===== config.mk =====
export PLATFORM = sky130hd
export DESIGN_NAME = if_fetch
export DESIGN_NICKNAME = d
export VERILOG_FILES = /design/src/rtl/if_fetch.sv
export SDC_FILE = /design/constraint.sdc
export NUM_CORES = 1
export LEC_CHECK = 0
export CORE_UTILIZATION = 54
export DETAILED_ROUTE_END_ITERATION = 10
export GPL_TIMING_DRIVEN = 0
export PLACE_DENSITY = 0.85
export SLEW_MARGIN = 40
export SYNTH_ARGS = -nofsm -noshare
export SYNTH_HDL_FRONTEND = slang
export SYNTH_SLANG_ARGS = --single-unit

===== constraint.sdc =====
create_clock -name clk -period 6.27 [get_ports clk]
set_input_delay 0.9405 -clock clk [delete_from_list [all_inputs] [get_ports clk]]
set_output_delay 0.9405 -clock clk [all_outputs]
set_load 0.02 [all_outputs]

===== src/rtl/if_fetch.sv =====
// Byte-serial instruction fetch: issues four byte reads per instruction over an
// 8-bit memory port, assembles them little-endian and hands them to decode.
module if_fetch #(
    parameter logic [31:0] RESET_PC = 32'h0000_0000
) (
    input  logic        clk,
    input  logic        rst,
    input  logic        jump,
    input  logic [31:0] jump_addr,
    output logic        mem_req,
    output logic [31:0] mem_addr,
    input  logic        mem_gnt,
    input  logic [7:0]  mem_rdata,
    output logic        inst_valid,
    output logic [31:0] inst,
    output logic [31:0] inst_pc,
    input  logic        id_ready
);

    typedef enum logic [1:0] {
        IDLE  = 2'd0,
        FETCH = 2'd1,
        HOLD  = 2'd2
    } state_t;

    state_t      state;
    logic [31:0] pc;
    logic [2:0]  iss;
    logic [2:0]  cap;
    logic        pend;
    logic [7:0]  b0;
    logic [7:0]  b1;
    logic [7:0]  b2;
    logic        granted;

    // Address and request depend only on registered state, never on mem_gnt,
    // so a denied request is re-presented unchanged on the next cycle.
    always_comb begin
        mem_req  = (state == FETCH) && (iss < 3'd4);
        mem_addr = pc + {29'd0, iss};
        granted  = mem_req && mem_gnt;
    end

    always_ff @(posedge clk or negedge rst) begin
        if (!rst) begin
            state      <= IDLE;
            pc         <= RESET_PC;
            iss        <= 3'd0;
            cap        <= 3'd0;
            pend       <= 1'b0;
            inst_valid <= 1'b0;
            inst       <= 32'h0;
            inst_pc    <= 32'h0;
        end else if (jump) begin
            // Redirect wins over everything, including a same-cycle accept;
            // clearing pend drops whatever byte is still in flight.
            state      <= FETCH;
            pc         <= jump_addr;
            iss        <= 3'd0;
            cap        <= 3'd0;
            pend       <= 1'b0;
            inst_valid <= 1'b0;
        end else begin
            case (state)
                IDLE: begin
                    state <= FETCH;
                    iss   <= 3'd0;
                    cap   <= 3'd0;
                    pend  <= 1'b0;
                end
                FETCH: begin
                    pend <= granted;
                    if (granted) begin
                        iss <= iss + 3'd1;
                    end
                    if (pend) begin
                        cap <= cap + 3'd1;
                        // Last byte goes straight into inst; no need to buffer it.
                        if (cap == 3'd3) begin
                            state      <= HOLD;
                            inst_valid <= 1'b1;
                            inst       <= {mem_rdata, b2, b1, b0};
                            inst_pc    <= pc;
                        end
                    end
                end
                HOLD: begin
                    if (inst_valid && id_ready) begin
                        state      <= FETCH;
                        pc         <= pc + 32'd4;
                        iss        <= 3'd0;
                        cap        <= 3'd0;
                        inst_valid <= 1'b0;
                    end
                end
                default: begin
                    state <= IDLE;
                end
            endcase
        end
    end

    // Byte buffer carries data only, so it needs no reset.
    always_ff @(posedge clk) begin
        if ((state == FETCH) && pend && !jump) begin
            case (cap)
                3'd0:    b0 <= mem_rdata;
                3'd1:    b1 <= mem_rdata;
                3'd2:    b2 <= mem_rdata;
                default: ;
            endcase
        end
    end

endmodule


==> metrics.md <==
| Metric | Value |
|---|---|
| Slew Limit Fails | `0` |
| Area grow syn2layout | `35.23%` |
| # Max-Cap Violations | `0` |
| Vias in the first global route | `5134` |
| Final ANT Viol Nets | `0` |
| Post-Place Cells | `approximately 830` |
| CTS tree | `done` |
| Outcome | `complete, no violations` |
| Worst Setup Start Kind | `register` |
| Multi-input gate area | `2713 µm²` |
| Worst IR Drop VDD | `0.2087 mV` |
| Clk Latency, worst-skew pair | `roughly 420 ps` |
| Congestion Overflow GR | `0` |
| Endpoints failing setup | `0` |
| Worst Hold Class | `primary input to asynchronous set/reset pin` |
| EDFF count, synth | `24` |
| Ys flop type | `dfrtp_1` |
| Final net count | `763` |
| Die width | `109.7 µm` |
| Met3 wire len | `1279 µm` |
| Core Footprint | `11080 µm²` |
| Initial DRC Count | `373` |
| Area leader, netlist | `dfrtp_1` |
| Psw | `between 500 and 600 µW` |
| Leakage | `3.532 nW` |
| Setup tns final | `0 ps` |
| Synth area leaders | `dfrtp_1, mux2_2, edfxtp_1` |
| RePlAce Congestion | `just over 0.9` |
| Pint | `1.592 mW` |
| Flops & latches, synth | `130` |
| RSZ-0062 raised after global routing | `no` |
| Post-detailed-placement half-perimeter wirelength | `12100 µm` |
| Finished Core Util | `76.43%` |
| Top-count cell post-synth | `dfrtp_1` |
| Cells after Synth | `545` |
| Uppermost layer routed | `met4` |
| Htree depth | `4` |
| First-pass GRT wire length | `26790 µm` |
| Critical path class | `register to output port` |
| Sink Count | `130` |
| Total track usage | `30.19%` |
| Post-CTS Setup Inserts | `0` |
| Final hold viol count | `0` |
| WL final | `~17000 µm` |
| Die Ht | `between 100 and 150 µm` |
| Worst Path Required | `5330 ps` |
| # IOs | `143` |
| Register area | `~3400 µm²` |
| Rel. slew slack | `43.85%` |
| Part of the power in combinational logic | `12.2%` |
| N_diodes | `0` |
| Largest net degree at the start of global routing | `71` |
| Part of the cycle the worst path needs | `between 70% and 80%` |
| Max Root-Sink Buffers | `2` |
| Cell Pwr Density | `250.1 nW/µm²` |
| Pwr Total | `2.118 mW` |
| Vias | `about 5200` |
| Post-synth top area share | `a little over two fifths` |
| Clock transition at path regs | `approximately 50 ps` |
| Crit. End Element | `output port` |
| Post-cts resize count | `0` |
| Initial antenna violation count | `0` |
| Row Count | `38` |
| CTS Hold Buffers Added | `0` |
| Met2 routed WL | `between 8000 and 9000 µm` |
| FMAX | `~0.22 GHz` |
| Yosys warns | `0` |
| Sw Ratio | `24.81%` |
| Initial Util | `56.52%` |
| Syn Nets | `about 600` |
| Vias/cell | `6.042` |
| Wire length on met1 | `7017 µm` |
| Power share of the clock group | `44.8%` |
| Root Buffer | `clkbuf_16` |
| Num CTS Buffers | `17` |
| Port Buffers | `between 100 and 150` |
| DRC violations left | `0` |
| Pre-antenna DRT Iters | `5` |
| Async S/R FF share, synth | `between 80% and 90%` |
| Per-cell routed wire length | `approximately 20 µm` |
| Post-synthesis sequential area ratio | `53.88%` |
| Crit path arrival time | `between 3000 and 4000 ps` |
| Worst-case clock skew | `~6.6 ps` |
| Non-Filler Instances | `between 800 and 900` |
| Sequential share of power | `43.0%` |
| Minimum clock period | `about 4600 ps` |
| Synthesized cell area | `6261 µm²` |
| Synth cell types | `54` |
| CP Max Fanout | `10` |
| Die ar. | `12030 µm²` |
| Worst Tran Pin Value | `840.1 ps` |
| Post-synth top cells | `dfrtp_1, mux2_2, nand2_1` |
| Share of layout cells above drive strength 1 | `15.69%` |
| Syn avg cell area | `11.49 µm²` |
| Filler cells | `between 700 and 800` |
## through the flow
step                area [µm²]  setup slack [ps]  hold slack [ps]
floorplan                 6261              3212            455.4
global placement          7858             288.6            459.4
detailed placement        7896              2245            466.5
CTS                       8461              1811            395.2
global route              8467              1588            400.9
finish                    8467              1719            386.2
## sequential cells by signal, summed over array words and instances, names as in the netlist, 2 cells and up
name     flops
b2           8
b0           8
b1           8
pc          32
inst        32
state        2
inst_pc     32
cap          3
iss          3
## routing by layer
metal | up-vias | GRT usage [%]
li1 | 2327 | -
met1 | 2583 | 39.34
met2 | 247 | 48.16
met3 | 39 | 6.165
met4 | 0 | 15.05
met5 | - | 0
## placed cells by master (no fill, tap or decap), types with 14 or more instances in the layout
cell type / count
o21ai_0: 18
mux2_2: 65
clkbuf_16: 17
dfrtp_1: 106
nor2_1: 25
xnor2_1: 24
clkbuf_1: 22
nand2_1: 52
or4_1: 14
edfxtp_1: 24
clkdlybuf4s50_1: 141
nand3_1: 23
nand4_1: 18
## power by group through the flow
stage	Combinational (mW)	Sequential [mW]	Clock (mW)
detailed placement	0.254	0.925	0
global route	0.278	0.913	0.992
CTS	0.257	0.910	0.951
floorplan	0.130	0.919	0
global placement	0.245	0.923	0
finish	0.259	0.911	0.948
## critical path: stages, from the launching register on
cell             delay (ps)
dfrtp_1                 450
ha_1                    390
o211ai_1                140
nor3_1                  550
clkbuf_1                540
nand4_1                 220
xnor2_1                 250
clkdlybuf4s50_1         650
## path summary, 6_finish.rpt
kind                               start            to  slack [ps]  depth (start not counted)
worst max-delay path               pc[2]  mem_addr[25]        1720                          7
worst min-delay path                 rst      inst[28]         390                          1
worst max register to register  state[1]       inst[5]        3540                          6
worst min register to register     b0[0]       inst[0]         480                          1
max in group asynchronous            rst   inst_pc[22]        5250                          2
min in group clk                   b0[0]       inst[0]         480                          1
## cells by family (layout without fill, tap and decap cells)
| kind of cell | count (synthesis) | after routing | share of synthesized area [%] |
|---|---|---|---|
| fa+ha+maj | 11 | 11 | 2.318 |
| mux | 66 | 66 | 11.85 |
| flops | 130 | 130 | 53.88 |
| compound gates | 70 | 70 | 7.734 |
| buf+inv | 44 | 219 | 2.997 |
| simple gates | 187 | 187 | 16.05 |
| xor+xnor | 37 | 37 | 5.176 |
## area by class of cell
class                           count  share of cell area [%]
Sequential cell                   130                   39.84
Multi-Input combinational cell    371                   32.04
Timing Repair Buffer              143                   17.17
Clock buffer                       23                   5.409
Tap cell                          140                   2.069
Buffer                             36                   1.862
Clock inverter                      9                   1.256
Inverter                            8                  0.3547
No activity file was read; power rests on OpenSTA's default activity.
